--- src/rtl/lsu_mem_stage.sv ---
// lsu_mem_stage: load/store stage sitting behind the ALU.
// Takes ALUResult as the effective byte address and performs LW/LBU/SW/SB
// over a ready-handshake data bus, stalling the core while an access is open.
//
// Ports:
//   clk, rst            clock, async active-high reset
//   ALUResult           effective byte address
//   WriteData           store data (rs2)
//   MemRead, MemWrite   load / store request, held by the core while stalled
//   ByteAccess          1 = byte access, 0 = word access
//   ReadData            registered, zero-extended load result
//   Done                one-cycle completion pulse
//   Stall               combinational pipeline freeze
//   MisalignErr         one-cycle error pulse, coincident with Done
//   bus_req/we/addr/wdata/be   registered bus request fields
//   bus_ready, bus_rdata       bus response
//
// state | meaning
// IDLE  | waiting for a request; accepts or rejects it on the next edge
// BUSY  | bus_req asserted, waiting for bus_ready
// DONE  | Done pulse; request inputs ignored, back to IDLE next cycle
module lsu_mem_stage #(
  parameter int DATA_WIDTH = 32,
  parameter int ADDR_WIDTH = 32
) (
  input  logic                  clk,
  input  logic                  rst,
  input  logic [DATA_WIDTH-1:0] ALUResult,
  input  logic [DATA_WIDTH-1:0] WriteData,
  input  logic                  MemRead,
  input  logic                  MemWrite,
  input  logic                  ByteAccess,
  output logic [DATA_WIDTH-1:0] ReadData,
  output logic                  Done,
  output logic                  Stall,
  output logic                  MisalignErr,
  output logic                  bus_req,
  output logic                  bus_we,
  output logic [ADDR_WIDTH-1:0] bus_addr,
  output logic [31:0]           bus_wdata,
  output logic [3:0]            bus_be,
  input  logic                  bus_ready,
  input  logic [31:0]           bus_rdata
);

  typedef enum logic [1:0] {IDLE, BUSY, DONE} state_t;

  state_t     state, state_nxt;
  logic       req;
  logic       err;
  logic       accept;
  logic       finish;
  logic [1:0] off_q;
  logic       byte_q;

  assign req = MemRead | MemWrite;
  assign err = (!ByteAccess && (ALUResult[1:0] != 2'b00)) || (MemRead && MemWrite);

  // Stall must not leak out while reset is holding the stage.
  assign Stall = !rst && (((state == IDLE) && req) || (state == BUSY));

  always_comb begin
    state_nxt = state;
    accept    = 1'b0;
    finish    = 1'b0;
    case (state)
      IDLE: begin
        if (req) begin
          if (err) begin
            state_nxt = DONE;
          end else begin
            state_nxt = BUSY;
            accept    = 1'b1;
          end
        end
      end
      BUSY: begin
        if (bus_ready) begin
          state_nxt = DONE;
          finish    = 1'b1;
        end
      end
      DONE:    state_nxt = IDLE;
      default: state_nxt = IDLE;
    endcase
  end

  always_ff @(posedge clk or posedge rst) begin
    if (rst) begin
      state       <= IDLE;
      bus_req     <= 1'b0;
      bus_we      <= 1'b0;
      bus_addr    <= '0;
      bus_wdata   <= '0;
      bus_be      <= '0;
      ReadData    <= '0;
      Done        <= 1'b0;
      MisalignErr <= 1'b0;
      off_q       <= '0;
      byte_q      <= 1'b0;
    end else begin
      state       <= state_nxt;
      bus_req     <= (state_nxt == BUSY);
      Done        <= (state_nxt == DONE);
      // Only the rejected-request path reaches DONE straight from IDLE.
      MisalignErr <= (state == IDLE) && req && err;
      if (accept) begin
        bus_addr  <= {ALUResult[ADDR_WIDTH-1:2], 2'b00};
        bus_we    <= MemWrite;
        off_q     <= ALUResult[1:0];
        byte_q    <= ByteAccess;
        bus_be    <= ByteAccess ? (4'b0001 << ALUResult[1:0]) : 4'hF;
        bus_wdata <= ByteAccess ? {4{WriteData[7:0]}} : WriteData;
      end
      if (finish && !bus_we) begin
        ReadData <= byte_q ? {24'b0, bus_rdata[{off_q, 3'b000} +: 8]} : bus_rdata;
      end
    end
  end

endmodule

--- config.mk ---
export PLATFORM = sky130hd
export DESIGN_NAME = lsu_mem_stage
export DESIGN_NICKNAME = d
export VERILOG_FILES = /design/src/rtl/lsu_mem_stage.sv
export SDC_FILE = /design/constraint.sdc
export NUM_CORES = 1
export LEC_CHECK = 0
export BUFFER_PORTS_ARGS = -buffer_cell sky130_fd_sc_hd__buf_2
export CAP_MARGIN = 40
export CORE_UTILIZATION = 47
export CTS_CLUSTER_DIAMETER = 50
export DETAILED_ROUTE_END_ITERATION = 10
export PLACE_DENSITY = 0.8
export SETUP_SLACK_MARGIN = 0.2
export SYNTH_ARGS = -nofsm -noshare
export SYNTH_HDL_FRONTEND = slang
export SYNTH_SLANG_ARGS = --single-unit
export TNS_END_PERCENT = 10
--- constraint.sdc ---
create_clock -name clk -period 3.54 [get_ports clk]
set_input_delay 0.354 -clock clk [delete_from_list [all_inputs] [get_ports clk]]
set_output_delay 0.354 -clock clk [all_outputs]
set_load 0.005 [all_outputs]
==> run_summary.xml <==
<?xml version="1.0" encoding="UTF-8"?>
<metrics>
  <group name="yosys">
    <metric name="synth-seq-cells" unit="">107</metric>
    <metric name="synth_enable_flop_cells" unit="">0</metric>
    <metric name="synth-seq-area-share" unit="">0.580</metric>
    <metric name="ys.warnings.count" unit="">0</metric>
    <metric name="syn_inst" unit="">401</metric>
    <metric name="syn_area" unit="um2">4620</metric>
    <metric name="ys.flop_type" unit="">sky130_fd_sc_hd__dfrtp_1</metric>
    <metric name="synth_async_sr_flop_share" unit="">1.00</metric>
    <metric name="synth.top_cells.by_area" unit="">sky130_fd_sc_hd__dfrtp_1 58%, sky130_fd_sc_hd__mux2_1 10%, sky130_fd_sc_hd__mux2i_1 5.6%</metric>
    <metric name="synth_top_cell_by_area" unit="">sky130_fd_sc_hd__dfrtp_1</metric>
    <metric name="synth_top_cell_area_share" unit="">0.580</metric>
    <metric name="post-synth-top-count-cell" unit="">sky130_fd_sc_hd__dfrtp_1</metric>
    <metric name="synth_commonest_cells" unit="">107 x sky130_fd_sc_hd__dfrtp_1, 53 x sky130_fd_sc_hd__nand2_1, 47 x sky130_fd_sc_hd__o21ai_0</metric>
    <metric name="syn_avg_cell_area" unit="um2">11.5</metric>
    <metric name="synth.lib_cells_used.distinct" unit="">28</metric>
  </group>
  <group name="cells_and_area">
    <metric name="layout-drive-gt1-share" unit="">0.386</metric>
    <metric name="antenna_cells_inserted" unit="">0</metric>
    <metric name="final_area" unit="um2">5930</metric>
    <metric name="sequential_cell_area" unit="um2">2680</metric>
    <metric name="nNetsFinal" unit="">696</metric>
    <metric name="multi_input_area" unit="um2">1800</metric>
    <metric name="fin_util" unit="">0.633</metric>
    <metric name="num-fill-cells" unit="">827</metric>
    <metric name="areaGrowthSynthToFinish" unit="%">28.3</metric>
  </group>
  <group name="timing">
    <metric name="worst_hold_slack" unit="ns">0.0562</metric>
    <metric name="max_slew_margin" unit="">0.487</metric>
    <metric name="layout_min_cycle_time" unit="ns">2.00</metric>
    <metric name="finalSetupViolations" unit="">0</metric>
    <metric name="timing.final.hold_violations" unit="">0</metric>
    <metric name="final_max_slew_viol_count" unit="">0</metric>
    <metric name="fmaxAchievable" unit="GHz">0.499</metric>
    <metric name="rsz0062_at_grt" unit="">no</metric>
    <metric name="final.period_utilization" unit="">0.566</metric>
    <metric name="finalSetupTns" unit="ns">0</metric>
    <metric name="worst_pin_slew" unit="ns">0.766</metric>
    <metric name="clock_skew" unit="ns">0.0114</metric>
  </group>
  <group name="detailed_routing">
    <metric name="drc" unit="">0</metric>
    <metric name="detail_route.wl_per_cell" unit="um">15.0</metric>
    <metric name="via_per_inst" unit="">5.01</metric>
    <metric name="vias" unit="">3648</metric>
    <metric name="detailedRoute.firstPassIterationCount" unit="">4</metric>
    <metric name="drt_wl_total" unit="um">10900</metric>
    <metric name="route.antenna.remaining_nets" unit="">0</metric>
    <metric name="detailedRoute.firstIterationViolations" unit="">74</metric>
  </group>
  <group name="die">
    <metric name="die_w" unit="um">101</metric>
    <metric name="io-pin-count" unit="">207</metric>
    <metric name="chipHeight" unit="um">101</metric>
    <metric name="start_util" unit="">0.493</metric>
    <metric name="overall_die_area" unit="um2">10200</metric>
    <metric name="core.rowCount" unit="">35</metric>
    <metric name="core_area" unit="um2">9370</metric>
  </group>
  <group name="place">
    <metric name="port_buffers" unit="">204</metric>
    <metric name="dp_hpwl" unit="um">8130</metric>
    <metric name="routabilityCongestion" unit="">0.798</metric>
    <metric name="instance_area_after_placement" unit="um2">5750</metric>
  </group>
  <group name="pwr">
    <metric name="leakagePower" unit="nW">3.11</metric>
    <metric name="power_density" unit="nW/um2">769</metric>
    <metric name="ir_drop" unit="V">0.000365</metric>
  </group>
  <group name="setup_path">
    <metric name="cp_data_arrival_time" unit="ns">2.23</metric>
    <metric name="critPathMaxFanout" unit="">41</metric>
    <metric name="endpoint_kind" unit="">flop</metric>
    <metric name="reg2reg_depth" unit="">5</metric>
    <metric name="rr_startpoint" unit="">state[1]$_DFF_PP0_</metric>
    <metric name="regToRegSetupSlack" unit="ns">1.54</metric>
    <metric name="critical_path.reg2reg.endpoint" unit="">ReadData[18]$_DFFE_PP0P_</metric>
    <metric name="setup.worst_path.start_class" unit="">flop</metric>
    <metric name="critPathRequiredTime" unit="ns">3.77</metric>
    <metric name="criticalPathCategory" unit="">flop to flop</metric>
  </group>
  <group name="global_route">
    <metric name="grt_busiest_layer" unit="">met2</metric>
    <metric name="maximum_number_of_pins_on_one_net_before_global_route_repair" unit="">64</metric>
    <metric name="antenna_violations_before_repair" unit="">0</metric>
    <metric name="globalRouteMet3Util" unit="">0.0531</metric>
    <metric name="grt_first_pass_wirelength" unit="um">17200</metric>
    <metric name="remaining_global_route_overflow" unit="">0</metric>
    <metric name="first_global_vias" unit="">3539</metric>
    <metric name="grt.total_usage" unit="">0.218</metric>
    <metric name="use_met1" unit="">0.293</metric>
    <metric name="globalRouteMet2Util" unit="">0.349</metric>
  </group>
  <group name="status">
    <metric name="status" unit="">completed</metric>
  </group>
  <group name="clock_tree">
    <metric name="clk_path_buf_depth" unit="">2</metric>
    <metric name="cts-resized-gates" unit="">0</metric>
    <metric name="holdBufCountCts" unit="">0</metric>
    <metric name="clock_tree_from_tritoncts" unit="">done</metric>
    <metric name="htree_num_levels" unit="">3</metric>
    <metric name="clock-sinks" unit="">107</metric>
    <metric name="worst_setup_hold_path_clk_slew" unit="ns">0.11</metric>
    <metric name="cts_inserted_buffers" unit="">9</metric>
    <metric name="cts_setup_buffers" unit="">0</metric>
    <metric name="clk_root_buffer_cell" unit="">sky130_fd_sc_hd__clkbuf_8</metric>
    <metric name="worst_skew_pair.late_latency" unit="ns">0.36</metric>
  </group>
  <group name="worst_hold_path">
    <metric name="hold_path.class" unit="">input port to async pin</metric>
  </group>
  <group name="run">
    <metric name="timing.max_cap.violations" unit="">0</metric>
  </group>
</metrics>
cells by family after synthesis:
group / after synthesis / share of synthesized area
AOI/OAI and AO/OA: 86 / 0.113
and+or+nand+nor: 109 / 0.114
buffers and inverters: 30 / 0.0339
muxes: 68 / 0.159
other: 1 / 0.000812
DFF: 107 / 0.580
per-stage QoR:
stage          worst slack [ns]  power, mW  instances
2_1_floorplan             0.369       3.06        402
3_3_place_gp               1.34       3.83        710
3_5_place_dp               1.56       3.92        712
4_1_cts                    1.53       4.61        728
5_1_grt                    1.34       4.92        728
6_report                   1.54       4.56        728
flip-flops by register name, summed over array words and instances, names as in the netlist, 2 cells and up:
signal     flops
bus_wdata     32
state          2
off_q          2
bus_be         4
bus_addr      30
ReadData      32
report_power, final:
group / total [mW] / internal (mW) / switching [mW]
sequential: 2.21 / 1.81 / 0.395
clock: 0.695 / 0.279 / 0.416
combinational: 1.66 / 0.882 / 0.777
cell usage in the layout, fill, tap and decap left out:
cell and count:
sky130_fd_sc_hd__buf_2 204, sky130_fd_sc_hd__a211oi_1 2, sky130_fd_sc_hd__a31oi_1 6, sky130_fd_sc_hd__nand2_1 53, sky130_fd_sc_hd__nor2_2 2, sky130_fd_sc_hd__inv_4 1
sky130_fd_sc_hd__nand4_1 1, sky130_fd_sc_hd__o21ai_0 47, sky130_fd_sc_hd__clkbuf_1 1, sky130_fd_sc_hd__nand2b_1 33, sky130_fd_sc_hd__clkbuf_8 10, sky130_fd_sc_hd__inv_6 1
sky130_fd_sc_hd__buf_12 3, sky130_fd_sc_hd__or2_2 1, sky130_fd_sc_hd__a311oi_1 6, sky130_fd_sc_hd__o2111ai_4 1, sky130_fd_sc_hd__clkinv_4 1, sky130_fd_sc_hd__nand3b_2 1
sky130_fd_sc_hd__clkinv_2 1, sky130_fd_sc_hd__mux2_1 42, sky130_fd_sc_hd__clkinvlp_4 2, sky130_fd_sc_hd__o21ai_1 3, sky130_fd_sc_hd__nor2b_1 6, sky130_fd_sc_hd__mux2i_1 26
sky130_fd_sc_hd__o21a_1 2, sky130_fd_sc_hd__nor2_1 11, sky130_fd_sc_hd__a21o_1 13, sky130_fd_sc_hd__a22o_1 2, sky130_fd_sc_hd__conb_1 2, sky130_fd_sc_hd__and2b_1 1
sky130_fd_sc_hd__a21oi_1 4, sky130_fd_sc_hd__dfrtp_1 107, sky130_fd_sc_hd__buf_4 3
routing by layer:
layer / part of all wire / vias to the layer above
met5: 0 / -
met4: 0.013 / 0
met3: 0.085 / 12
met2: 0.48 / 163
met1: 0.42 / 1719
li1: - / 1754
worst max path at each step:
stage	startpoint	endpoint	slack (ns)	cells past startpoint
after global placement	ALUResult[0]	bus_addr[16]$_DFFE_PP0P_	1.34	5
after detailed placement	state[1]$_DFF_PP0_	ReadData[18]$_DFFE_PP0P_	1.56	5
final	state[1]$_DFF_PP0_	ReadData[18]$_DFFE_PP0P_	1.54	5
after floorplan	rst	Done$_DFF_PP0_	0.37	1
after global routing	state[1]$_DFF_PP0_	ReadData[18]$_DFFE_PP0P_	1.34	5
after CTS	state[1]$_DFF_PP0_	ReadData[18]$_DFFE_PP0P_	1.53	5
final cells by class:
class | count | share of cell area
Inverter | 1 | 0.00106
Clock inverter | 5 | 0.00633
Clock buffer | 11 | 0.0238
Timing Repair Buffer | 210 | 0.186
Tap cell | 129 | 0.0272
Sequential cell | 107 | 0.452
Multi-Input combinational cell | 265 | 0.304
critical path: stages, from the launching register on:
cell and delay [ns]:
sky130_fd_sc_hd__dfrtp_1 0.41, sky130_fd_sc_hd__and2b_1 0.25, sky130_fd_sc_hd__nand3b_2 0.57, sky130_fd_sc_hd__buf_4 0.46, sky130_fd_sc_hd__nand2_1 0.10, sky130_fd_sc_hd__o21ai_0 0.08
(Power assumes the default switching activity.)
